==> src/rtl/exe_ctrl_pkg.sv <==
// Shared EX-stage definitions: optype codes, EX control state encoding and classifiers.
package exe_ctrl_pkg;

    localparam int unsigned REG_W = 5;
    localparam int unsigned CNT_W = 4;

    localparam int unsigned I_NOP  = 0;
    localparam int unsigned I_ADD  = 1;
    localparam int unsigned I_ADDI = 2;
    localparam int unsigned I_SUB  = 3;
    localparam int unsigned I_LW   = 4;
    localparam int unsigned I_SW   = 5;
    localparam int unsigned I_BEQ  = 6;
    localparam int unsigned I_JAL  = 7;
    localparam int unsigned I_MUL  = 8;
    localparam int unsigned I_MULH = 9;

    typedef enum logic [1:0] {
        EX_IDLE = 2'd0,
        EX_MUL  = 2'd1,
        EX_EXEC = 2'd2
    } ex_state_e;

    function automatic logic is_load(input int unsigned op);
        return op == I_LW;
    endfunction

    function automatic logic is_mul(input int unsigned op);
        return (op == I_MUL) || (op == I_MULH);
    endfunction

endpackage

==> src/rtl/exe_hazard_detect.sv <==
// Load-use hazard compare between the instruction in EX and the one offered by ID.
module exe_hazard_detect
    import exe_ctrl_pkg::*;
#(
    parameter int unsigned OPTYPE_W = 5
) (
    input  logic                id_valid_i,
    input  logic [REG_W-1:0]    id_rs1_i,
    input  logic [REG_W-1:0]    id_rs2_i,
    input  logic                ex_valid_i,
    input  logic [OPTYPE_W-1:0] ex_optype_i,
    input  logic [REG_W-1:0]    ex_rd_i,
    output logic                hazard_o
);

    logic rd_live;
    logic rd_match;

    always_comb begin
        rd_live  = ex_rd_i != '0;
        rd_match = (ex_rd_i == id_rs1_i) || (ex_rd_i == id_rs2_i);
        hazard_o = id_valid_i && ex_valid_i && is_load(32'(ex_optype_i)) && rd_live && rd_match;
    end

endmodule

==> src/rtl/exe_ctrl.sv <==
// Execute-stage sequencer: EX valid bit, multi-cycle MUL hold, load-use stall, branch flush.
// Optional macro EXE_CTRL_PERF_EN adds stall/flush/MUL-cycle performance counters.
module exe_ctrl
    import exe_ctrl_pkg::*;
#(
    parameter int unsigned MUL_LAT  = 3,
    parameter int unsigned OPTYPE_W = 5
) (
    input  logic                clk,
    input  logic                rst_n,
    input  logic                id_valid,
    output logic                id_ready,
    input  logic [OPTYPE_W-1:0] id_optype,
    input  logic [REG_W-1:0]    id_rs1,
    input  logic [REG_W-1:0]    id_rs2,
    input  logic [REG_W-1:0]    id_rd,
    input  logic                jmp_en,
    input  logic                mem_ready,
    output logic                ex_valid,
    output logic [OPTYPE_W-1:0] ex_optype,
    output logic [REG_W-1:0]    ex_rd,
    output logic                ex_done,
    output logic                ex_fire,
    output logic                flush,
`ifdef EXE_CTRL_PERF_EN
    output logic                stall,
    output logic [31:0]         perf_stall_cnt,
    output logic [31:0]         perf_flush_cnt,
    output logic [31:0]         perf_mul_cyc
`else
    output logic                stall
`endif
);

    ex_state_e             state_q, state_d;
    logic [CNT_W-1:0]      cnt_q, cnt_d;
    logic [OPTYPE_W-1:0]   optype_q, optype_d;
    logic [REG_W-1:0]      rd_q, rd_d;
    logic                  hazard;
    logic                  accept;

    exe_hazard_detect #(
        .OPTYPE_W (OPTYPE_W)
    ) u_hazard (
        .id_valid_i  (id_valid),
        .id_rs1_i    (id_rs1),
        .id_rs2_i    (id_rs2),
        .ex_valid_i  (ex_valid),
        .ex_optype_i (optype_q),
        .ex_rd_i     (rd_q),
        .hazard_o    (hazard)
    );

    assign ex_valid  = state_q != EX_IDLE;
    assign ex_optype = optype_q;
    assign ex_rd     = rd_q;

    // Handshake terms; rst_n gating keeps them quiet while reset is asserted.
    always_comb begin
        ex_done  = rst_n && (state_q == EX_EXEC);
        ex_fire  = ex_done && mem_ready;
        flush    = ex_fire && jmp_en;
        stall    = rst_n && hazard;
        id_ready = rst_n && !hazard && ((state_q == EX_IDLE) || ex_fire);
        accept   = id_valid && id_ready && !flush;
    end

    always_comb begin
        state_d  = state_q;
        cnt_d    = cnt_q;
        optype_d = optype_q;
        rd_d     = rd_q;

        case (state_q)
            EX_IDLE: state_d = EX_IDLE;
            EX_MUL: begin
                cnt_d = cnt_q - CNT_W'(1);
                if (cnt_q <= CNT_W'(1)) begin
                    state_d = EX_EXEC;
                end
            end
            EX_EXEC: begin
                if (ex_fire) begin
                    state_d = EX_IDLE;
                end
            end
            default: state_d = EX_IDLE;
        endcase

        // A new instruction overrides the drain-to-IDLE path in the same cycle.
        if (accept) begin
            optype_d = id_optype;
            rd_d     = id_rd;
            if (is_mul(32'(id_optype)) && (MUL_LAT > 1)) begin
                state_d = EX_MUL;
                cnt_d   = CNT_W'(MUL_LAT - 1);
            end else begin
                state_d = EX_EXEC;
                cnt_d   = '0;
            end
        end
    end

    always_ff @(posedge clk or negedge rst_n) begin
        if (!rst_n) begin
            state_q  <= EX_IDLE;
            cnt_q    <= '0;
            optype_q <= '0;
            rd_q     <= '0;
        end else begin
            state_q  <= state_d;
            cnt_q    <= cnt_d;
            optype_q <= optype_d;
            rd_q     <= rd_d;
        end
    end

`ifdef EXE_CTRL_PERF_EN
    logic [31:0] stall_cnt_q, flush_cnt_q, mul_cyc_q;

    always_ff @(posedge clk or negedge rst_n) begin
        if (!rst_n) begin
            stall_cnt_q <= '0;
            flush_cnt_q <= '0;
            mul_cyc_q   <= '0;
        end else begin
            stall_cnt_q <= stall_cnt_q + 32'(stall);
            flush_cnt_q <= flush_cnt_q + 32'(flush);
            mul_cyc_q   <= mul_cyc_q + 32'(state_q == EX_MUL);
        end
    end

    assign perf_stall_cnt = stall_cnt_q;
    assign perf_flush_cnt = flush_cnt_q;
    assign perf_mul_cyc   = mul_cyc_q;
`endif

endmodule

==> config.mk <==
export PLATFORM = sky130hd
export DESIGN_NAME = exe_ctrl
export DESIGN_NICKNAME = d
export VERILOG_FILES = /design/src/rtl/exe_ctrl_pkg.sv /design/src/rtl/exe_hazard_detect.sv /design/src/rtl/exe_ctrl.sv
export SDC_FILE = /design/constraint.sdc
export NUM_CORES = 1
export LEC_CHECK = 0
export ABC_AREA = 1
export BUFFER_PORTS_ARGS = -buffer_cell sky130_fd_sc_hd__buf_2
export CORE_MARGIN = 3
export CORE_UTILIZATION = 51
export DETAILED_ROUTE_END_ITERATION = 6
export GPL_TIMING_DRIVEN = 0
export PLACE_DENSITY = 0.9
export SLEW_MARGIN = 20
export SYNTH_ARGS = -nofsm -noshare
export SYNTH_HDL_FRONTEND = slang
export SYNTH_HIERARCHICAL = 1
export SYNTH_SLANG_ARGS = --single-unit
==> constraint.sdc <==
create_clock -name clk -period 2.6 [get_ports clk]
set_input_delay 0.13 -clock clk [delete_from_list [all_inputs] [get_ports clk]]
set_output_delay 0.13 -clock clk [all_outputs]
set_load 0.05 [all_outputs]
==> results_dict.tcl, run 1 <==
set metrics [dict create \
    status "completed" \
    seq_area_frac_synth_pct 39.0 \
    synth_warnings 6 \
    slew-limit-headroom_pct 73.0 \
    critical_path_required_ns 2.47 \
    power.switching_fraction_pct 54.9 \
    remaining_antenna_violation_count 0 \
    cp-start-kind "register" \
    synth_unique_cells 24 \
    io_buffers 40 \
    cp_cell_sequence "inv_1 -> nand2_1 -> nand2_1 -> nor3b_1 -> nand3_1 -> a21oi_2 -> or2_1 -> a21oi_4 -> buf_2" \
    detailed_place.area_mm2 0.00126 \
    number_of_cells_on_the_worst_reg_to_reg_path 12 \
    antenna-diode-count 0 \
    critical_path.reg2reg.startpoint "state_q[1]" \
    power.static_leakage_nw 0.809 \
    path_depth 9 \
    die_x_um 50.9 \
    critical_path.most_common_cell "nand2_1" \
    design.final.nets 220 \
    holdCritPathClass "in -> reg" \
    path_class "reg -> out" \
    design.die.area_mm2 0.00259 \
    postCtsHoldBufs 1 \
    critical_path.reg2reg.endpoint "cnt_q[1]" \
    clock-skew-final_ns 0.00231 \
    final-hold-violation-count 0 \
    drt_pre_antenna_iters 4 \
    detailedPlace.worstSlack_ns 0.677 \
    cp_top_family "simple AND/OR/NAND/NOR gates" \
    largest_net_degree_at_the_start_of_global_routing 20 \
    mappedNetlistArea_mm2 0.00103 \
    vdd_ir_drop_max_v 0.000978 \
    fin_ws_ns 0.516 \
    route.final.wire_length_um 2460 \
    dr.first_iter.drc_count 17 \
    setup_viol 0 \
    worst_skew_pair_latency_ns 0.29 \
    post-cts-setup-buffer-count 0 \
    cts.repair.resized 0 \
    critical_path.endpoint_type "primary output" \
    grt_antenna_before_repair 0 \
    cts.htree.levels 1 \
    aggregate_negative_setup_slack_ns 0 \
    postLayoutCoreUtil_pct 71.6 \
    cts.path.max_buffers 2 \
    slew_viol_final 0 \
    crit_path_top_delay_cell "dfrtp_1" \
    gr-usage-all-layers_pct 20.8 \
    clockPowerShare_pct 11.2 \
    tightestPinTransition_ns 0.405 \
    final_cell_mix "nand2_1 (54), buf_2 (40), inv_1 (25)" \
    globalplace.congestion 0.764 \
    fp.coreArea_mm2 0.00182 \
    power.switching_w 0.000816 \
    synth_area_per_cell_um2 6.98 \
    postSynthCellCount 147 \
    vias_in_the_first_global_route 991 \
    yosys_register_bits 16 \
    chipHeight_um 50.9 \
    fmax_ghz 0.480 \
    global_route.overflow_total 0 \
    final_design_area_no_fill_mm2 0.00130 \
    critPathBufInv 2 \
    grt_pass1_wl_um 4110 \
    detailed_place_hpwl_um 1980 \
    critical_path.max_fanout 4 \
    routed_wire_length_per_instance_um 11.4 \
    clock_sinks 16 \
    timing.critical_path.from "state_q[1]" \
    cts_tree "done" \
    drc 0 \
    period_needed_ns 2.08 \
    clock-root-buffer "clkbuf_4" \
    grt_setup_unrepaired "no" \
    share_of_post_route_cells_with_drive_strength_above_1_pct 29.2 \
    worst_path_largest_cell_delay_ns 0.42 \
    worst_setup_hold_path_clk_slew_ns 0.10 \
    synth_fp_nets 174 \
    power_density_cells_mw_per_mm2 1140 \
    mostFrequentLayoutCell "nand2_1" \
    arrival_ns 1.95 \
    placement_rows 15 \
    start_util_pct 56.4 \
    power.share.sequential_pct 30.9 \
    flow.area_growth_from_synthesis_pct 27.1 \
    pin_count 41 \
    vias_per_cell 4.80 \
    critical_path.endpoint "id_ready" \
    final_min_period_over_clock_period_pct 80.1 \
    cts_inserted_buffers 3 \
    design_power_total_w 0.00148 \
    p_comb_share_pct 57.9 \
    detailroute.via_count 1041 \
    maxcap_violations 0 \
    register_to_register_setup_slack_ns 0.65 \
    power.internal_w 0.000669 \
]
[kinds of logic after synthesis]
logic type	synth area share, %
and+or+nand+nor	36.3
buffers and inverters	11.3
AOI/OAI and AO/OA	7.44
DFF	39.0
xor gates and xnor gates	3.42
adders and majority gates	2.44
[layout make-up]
type	count	area, µm²
clock buffers	4	36.3
flip-flops and latches	16	400
well taps	25	31.3
plain buffers	1	11.3
multi-input cells	102	509
repair buffers	41	210
inverters	28	105
fillers	159	517
[Yosys cell counts, drive strengths merged]
master	number	area [µm²]
nor3b	1	7.51
dfrtp	16	400
nand3	7	35.0
o21ai	7	46.3
nand3b	1	7.51
a21oi	3	30.0
xor2	2	17.5
nand4	5	37.5
xnor2	2	17.5
buf	1	11.3
inv	28	105
nand2	55	214
ha	2	25.0
nor3	2	10.0
or2	1	6.26
nor2	14	55.1
[registers in the layout, indices dropped and copies added, names as in the netlist]
name       count
ex_optype      5
state_q        2
cnt_q          4
ex_rd          5
[worst register-to-register path, delay by kind of cell, from the launching register on]
family	cells	cell delay, ns
buffers and inverters	2	0.24
AO/OA/AOI/OAI	2	0.21
flip-flops	1	0.42
AND/OR/NAND/NOR	8	1.03
[power by group through the flow]
| stage | Clock (W) | Sequential, W | Combinational (W) |
|---|---|---|---|
| after floorplan | 0 | 0.000708 | 0.000400 |
| after global placement | 0 | 0.000452 | 0.000833 |
| after detailed placement | 0 | 0.000462 | 0.000859 |
| after CTS | 0.000167 | 0.000457 | 0.000862 |
| after global routing | 0.000180 | 0.000476 | 0.000931 |
| final | 0.000166 | 0.000458 | 0.000860 |
[metrics by stage]
stage,hold slack [ns],std cells
after floorplan,-0.166,147
after global placement,0.0724,212
after detailed placement,0.0786,212
after CTS,0.0325,217
after global routing,0.0391,217
final,0.0321,217
[worst min path at each step]
| stage | startpoint | to | slack, ns | depth (start not counted) |
|---|---|---|---|---|
| after floorplan | rst_n | cnt_q[0] | -0.17 | 0 |
| after global placement | rst_n | state_q[1] | 0.07 | 1 |
| after detailed placement | rst_n | state_q[1] | 0.08 | 1 |
| after CTS | id_rd[1] | ex_rd[1] | 0.03 | 3 |
| after global routing | id_rd[1] | ex_rd[1] | 0.04 | 3 |
| final | id_rd[2] | ex_rd[2] | 0.03 | 3 |
[layer usage]
metal	share of wire, %	vias to the layer above	track usage (%)
met5	0	-	0
met4	0.85	0	8.07
met3	5.5	4	4.08
met2	49	33	35.0
met1	44	466	26.4
li1	-	538	-
Power figures use the tool's default switching activity.
==> run 2: changes to the inputs <==
--- a/config.mk
+++ b/config.mk
@@ -5,13 +5,13 @@
 export SDC_FILE = /design/constraint.sdc
 export NUM_CORES = 1
 export LEC_CHECK = 0
-export ABC_AREA = 1
+export ABC_AREA = 0
 export BUFFER_PORTS_ARGS = -buffer_cell sky130_fd_sc_hd__buf_2
 export CORE_MARGIN = 3
-export CORE_UTILIZATION = 51
+export CORE_UTILIZATION = 46
 export DETAILED_ROUTE_END_ITERATION = 6
 export GPL_TIMING_DRIVEN = 0
-export PLACE_DENSITY = 0.9
+export PLACE_DENSITY = 0.84
 export SLEW_MARGIN = 20
 export SYNTH_ARGS = -nofsm -noshare
 export SYNTH_HDL_FRONTEND = slang
==> constraint.sdc (replaced) <==
create_clock -name clk -period 2 [get_ports clk]
set_input_delay 0.1 -clock clk [delete_from_list [all_inputs] [get_ports clk]]
set_output_delay 0.1 -clock clk [all_outputs]
set_load 0.05 [all_outputs]
==> results_dict.tcl, run 2 <==
set metrics [dict create \
    detailroute.via_count 814 \
    drc 0 \
    synth_fp_nets 112 \
    dr.first_iter.drc_count 5 \
    final_cell_mix "buf_2 (39), dfrtp_1 (10), nand2_1 (7), xor2_1 (7), dfrtp_2 (6)" \
    clock-root-buffer "clkbuf_4" \
    async_set_or_reset_register_ratio_after_synthesis_pct 100 \
    synth_warnings 6 \
    gr-usage-all-layers_pct 17.1 \
    design_power_total_w 0.00128 \
    critical_path_required_ns 2.18 \
    synth_area_per_cell_um2 11.2 \
    pin_count 41 \
    holdCritPathClass "in -> reg" \
    maxcap_violations 0 \
    vdd_ir_drop_max_v 0.000732 \
    largest_net_degree_at_the_start_of_global_routing 23 \
    cts.path.max_buffers 2 \
    die_x_um 51.4 \
    yosys_register_bits 16 \
    cp-start-kind "register" \
    detailedPlace.worstSlack_ns -0.124 \
    sequential_cell_area_um2 408 \
    critical_path.reg2reg.startpoint "ex_rd[3]" \
    fill_cells 145 \
    global_route.overflow_total 0 \
    mappedNetlistArea_um2 948 \
    arrival_ns 2.25 \
    design.final.nets 163 \
    cts.htree.levels 1 \
    grt_antenna_before_repair 0 \
    postSynthCellCount 85 \
    yosysTopAreaCellShare_pct 42.2 \
    slew_viol_final 0 \
    grt_setup_unrepaired "yes" \
    worst_setup_hold_path_clk_slew_ns 0.10 \
    route.final.wire_length_um 2130 \
    critical_path.endpoint_type "register" \
    power.static_leakage_nw 0.648 \
    violations "negative setup slack" \
    synthDominantAreaCellType "dfrtp_1" \
    vias_per_cell 5.09 \
    cts_inserted_buffers 3 \
    clock_sinks 16 \
    drt_pre_antenna_iters 4 \
    timing.hold.worst.start "id_rd[3]" \
    synth_enable_flop_cells 0 \
    final_min_period_over_clock_period_pct 104 \
    worst_skew_pair_latency_ns 0.30 \
    share_of_post_route_cells_with_drive_strength_above_1_pct 56.3 \
    detailed_place_hpwl_um 1550 \
    multi_input_area_um2 542 \
    io_buffers 40 \
    grt_pass1_wl_um 3350 \
    clock-skew-final_ns 0.00837 \
    fp.coreArea_mm2 0.00184 \
    placement_rows 15 \
    chipHeight_um 51.4 \
    synthMostInstantiatedCell "dfrtp_1" \
    synth_area_leaders "dfrtp_1 (42%), mux2_4 (7.9%), xor2_1 (6.5%)" \
    period_needed_ns 2.07 \
    remaining_antenna_violation_count 0 \
    cts_tree "done" \
    timing.critical_path.from "ex_rd[3]" \
    fin_ws_ns -0.0739 \
    vias_in_the_first_global_route 809 \
    status "finished with violations" \
    design.die.area_mm2 0.00264 \
    synth_unique_cells 31 \
    flow.area_growth_from_synthesis_pct 36.4 \
    path_class "reg -> reg" \
    tightestPinTransition_ns 0.454 \
    setup_viol 11 \
    power_density_cells_mw_per_mm2 990 \
    fmax_ghz 0.482 \
    synth.top_cells.by_count "dfrtp_1 (16), nand2_1 (7), xor2_1 (7)" \
    synthFlopType "dfrtp_1" \
    seq_area_frac_synth_pct 42.2 \
    critical_path.max_fanout 6 \
    globalplace.congestion 0.730 \
    antenna-diode-count 0 \
    mostFrequentLayoutCell "buf_2" \
    slew-limit-headroom_pct 69.5 \
    routed_wire_length_per_instance_um 13.3 \
    start_util_pct 51.6 \
    final-hold-violation-count 0 \
]
run 2: cell types whose count changed in the layout (fill, tap and decap cells not counted), moves of 5 or more:
cell     previous run  this run
buf_4               0         5
dfrtp_1            16        10
dfrtp_2             0         6
inv_1              25         3
mux2_2              0         5
mux2_4              0         5
nand2_1            54         7
nand3_1             7         2
nor2_1             13         4
xor2_1              2         7
run 2: where the power goes:
group          total, W  leakage [nW]  switching (W)  internal (W)
Clock          0.000218        0.0210       0.000107      0.000111
Combinational  0.000601         0.435       0.000373      0.000228
Sequential     0.000462         0.192      0.0000685      0.000393
Total           0.00128         0.648       0.000549      0.000732
run 2: metrics by stage:
step / instance area, µm² / util (%) / TNS [ns] / hold slack, ns / instances
3_3_place_gp: 1190 / 64.7 / -0.487 / 0.0562 / 150
3_5_place_dp: 1190 / 64.7 / -0.732 / 0.0652 / 150
6_report: 1290 / 70.3 / -0.444 / 0.0295 / 160
4_1_cts: 1290 / 70.1 / -1.06 / 0.0208 / 160
5_1_grt: 1290 / 70.3 / -1.62 / 0.0130 / 160
2_1_floorplan: 958 / - / -5.12 / -0.196 / 85
run 2: layout make-up:
| class | count | share of cell area [%] |
|---|---|---|
| well taps | 25 | 2.42 |
| plain buffers | 1 | 0.870 |
| clock buffers | 4 | 2.80 |
| multi-input cells | 65 | 41.9 |
| flip-flops and latches | 16 | 31.5 |
| repair buffers | 46 | 19.6 |
| inverters | 3 | 0.870 |
run 2: worst max-delay path, cell delays in order, from the launching register on:
cell and delay (ns):
dfrtp_2 0.45, xor2_1 0.17, nor3_2 0.20, nand3_1 0.11
a221oi_2 0.35, nor4b_4 0.09, and3_1 0.16, buf_6 0.14
mux2_4 0.29
run 2: kinds of logic after synthesis:
logic type                 share of synthesized area, %
and+or+nand+nor                                    22.0
AOI/OAI and AO/OA                                  4.75
DFF                                                42.2
muxes                                              14.9
adders and majority gates                          2.64
xor gates and xnor gates                           11.1
buffers and inverters                              2.37
run 2: timing repair:
action | CTS | global route
hold endpoints to repair | 16 | 0
endpoints found under the setup margin | 12 | 16
resized for setup | 6 | 1
hold buffers | 1 | 0
buffers inserted | 5 | 0
pin swaps | 8 | 4
run 2: routing by layer:
layer  vias up  wire (µm)  track usage (%)
met1       381        823             18.4
met3         2        172             4.96
met5         -          0                0
li1        398          -                -
met2        33       1110             30.3
met4         0         23             7.86
run 2: final timing paths:
| check | end | slack (ns) | cells after the start |
|---|---|---|---|
| setup reg to reg | ex_rd[2] | -0.07 | 8 |
| hold / removal | ex_rd[3] | 0.03 | 2 |
| hold reg to reg | ex_optype[2] | 0.53 | 1 |
| max in group asynchronous | ex_rd[0] | 1.39 | 2 |
| setup / recovery | ex_rd[2] | -0.07 | 8 |
| min in group asynchronous | state_q[1] | 0.27 | 2 |
==> run 3: changes to the inputs <==
--- a/config.mk
+++ b/config.mk
@@ -11,7 +11,7 @@
 export CORE_UTILIZATION = 46
 export DETAILED_ROUTE_END_ITERATION = 6
 export GPL_TIMING_DRIVEN = 0
-export PLACE_DENSITY = 0.84
+export PLACE_DENSITY = 0.83
 export SLEW_MARGIN = 20
 export SYNTH_ARGS = -nofsm -noshare
 export SYNTH_HDL_FRONTEND = slang
==> results_dict.tcl, run 3 (synthesis results as in run 2) <==
set metrics [dict create \
    gr-usage-all-layers_pct 18.1 \
    antenna-diode-count 0 \
    path_class "reg -> reg" \
    design.die.area_mm2 0.00264 \
    start_util_pct 51.6 \
    drc 0 \
    fill_cells 152 \
    period_needed_ns 2.07 \
    critical_path_required_ns 2.18 \
    vias_per_cell 5.10 \
    final_cell_mix "buf_2 (38), mux2_4 (10), dfrtp_1 (10)" \
    routed_wire_length_per_instance_um 14.1 \
    detailed_place_hpwl_um 1630 \
    maxcap_violations 0 \
    globalRouteMet2Util_pct 32.4 \
    cts_inserted_buffers 3 \
    pin_count 41 \
    clock-skew-final_ns 0.00103 \
    slew-limit-headroom_pct 70.4 \
    power.static_leakage_nw 0.672 \
    mostFrequentLayoutCell "buf_2" \
    worst_setup_hold_path_clk_slew_ns 0.09 \
    final-hold-violation-count 0 \
    detailroute.via_count 816 \
    worst_skew_pair_latency_ns 0.28 \
    violations "negative setup slack" \
    largest_net_degree_at_the_start_of_global_routing 23 \
    dr.first_iter.drc_count 10 \
    grt_pass1_wl_um 3550 \
    tightestPinTransition_ns 0.444 \
    gr-max-usage-layer "met2" \
    clock_sinks 16 \
    detailed_place.area_mm2 0.00119 \
    design.final.nets 164 \
    cts.path.max_buffers 2 \
    chipHeight_um 51.4 \
    cts_tree "done" \
    arrival_ns 2.25 \
    fp.coreArea_mm2 0.00184 \
    route.final.wire_length_um 2250 \
    dpl.cell_count 150 \
    remaining_antenna_violation_count 0 \
    holdCritPathClass "in -> reg" \
    clock-root-buffer "clkbuf_4" \
    drt_pre_antenna_iters 4 \
    slew_viol_final 0 \
    io_buffers 40 \
    grt_setup_unrepaired "yes" \
    vias_in_the_first_global_route 829 \
    final_cell_count_no_fill 160 \
    final_min_period_over_clock_period_pct 104 \
    final_design_area_no_fill_mm2 0.00135 \
    flow.area_growth_from_synthesis_pct 42.0 \
    setup_viol 13 \
    critical_path.max_fanout 7 \
    power_density_cells_mw_per_mm2 942 \
    critical_path.endpoint_type "register" \
    cp-start-kind "register" \
    cts.htree.levels 1 \
    global_route.overflow_total 0 \
    vdd_ir_drop_max_v 0.000680 \
    fmax_ghz 0.483 \
    globalplace.congestion 0.684 \
    share_of_post_route_cells_with_drive_strength_above_1_pct 56.3 \
    global_route.usage.met1_pct 20.5 \
    status "finished with violations" \
    die_x_um 51.4 \
    fin_ws_ns -0.0725 \
    grt_antenna_before_repair 0 \
    placement_rows 15 \
    grt_use_met3_pct 3.21 \
]
## run 3: cell types whose count changed in the layout (fill, tap and decap cells not counted), moves of 2 or more
| cell | delta |
|---|---|
| buf_6 | +2 |
| mux2_2 | -5 |
| mux2_4 | +5 |
| nor2_2 | -2 |
| nor2_4 | +2 |
## run 3: critical path: stages (launching register included)
cell and delay, ns:
dfrtp_2 0.45, xor2_1 0.18, nor3_2 0.17, nand3_1 0.15, a221oi_4 0.34, nor4b_4 0.09
buf_4 0.15, nand3_4 0.12, mux2_4 0.31
## run 3: timing repair
item                                   in CTS  in global routing
setup buffers                               5                  2
hold buffers                                1                  0
endpoints found under the hold margin      16                  0
gates resized for setup                     7                 14
setup endpoints to repair                  13                 17
pin swaps                                   6                  9
## run 3: cell type report
cell class	instances	area, µm²	area share (%)
Multi-Input combinational cell	65	591	43.9
Sequential cell	16	408	30.3
Timing Repair Buffer	48	283	21.0
Tap cell	25	31.3	2.32
Clock buffer	3	22.5	1.67
Inverter	3	11.3	0.836
## run 3: power breakdown
part           switching (W)  internal, W
Combinational       0.000386     0.000249
Clock              0.0000974    0.0000700
Sequential         0.0000734     0.000393
Total               0.000557     0.000712
## run 3: routing by layer
layer  up-vias  routed length (µm)
met1       380                 932
li1        399                   -
met4         0                  29
met2        34                1130
met5         -                   0
met3         3                 163
## run 3: metrics by stage
| step | setup WS (ns) | TNS [ns] | util, % | power, W | hold WS, ns |
|---|---|---|---|---|---|
| after CTS | -0.138 | -1.57 | 69.9 | 0.00124 | 0.0353 |
| after floorplan | -0.421 | -5.12 | - | 0.000886 | -0.196 |
| after global routing | -0.180 | -2.03 | 73.2 | 0.00133 | 0.0321 |
| after global placement | -0.0892 | -0.438 | 64.7 | 0.00101 | 0.0512 |
| after detailed placement | -0.208 | -1.52 | 64.7 | 0.00103 | 0.0614 |
| final | -0.0725 | -0.609 | 73.2 | 0.00127 | 0.0432 |
## run 3: final timing paths
| path | startpoint | end | slack, ns | cells after the start |
|---|---|---|---|---|
| max | ex_rd[4] | ex_optype[0] | -0.07 | 8 |
| min | id_rd[0] | ex_rd[0] | 0.04 | 2 |
| max reg2reg | ex_rd[4] | ex_optype[0] | -0.07 | 8 |
| min reg2reg | ex_optype[2] | ex_optype[2] | 0.54 | 1 |
| max in group asynchronous | rst_n | ex_optype[2] | 1.38 | 2 |
| min in group asynchronous | rst_n | cnt_q[2] | 0.29 | 2 |
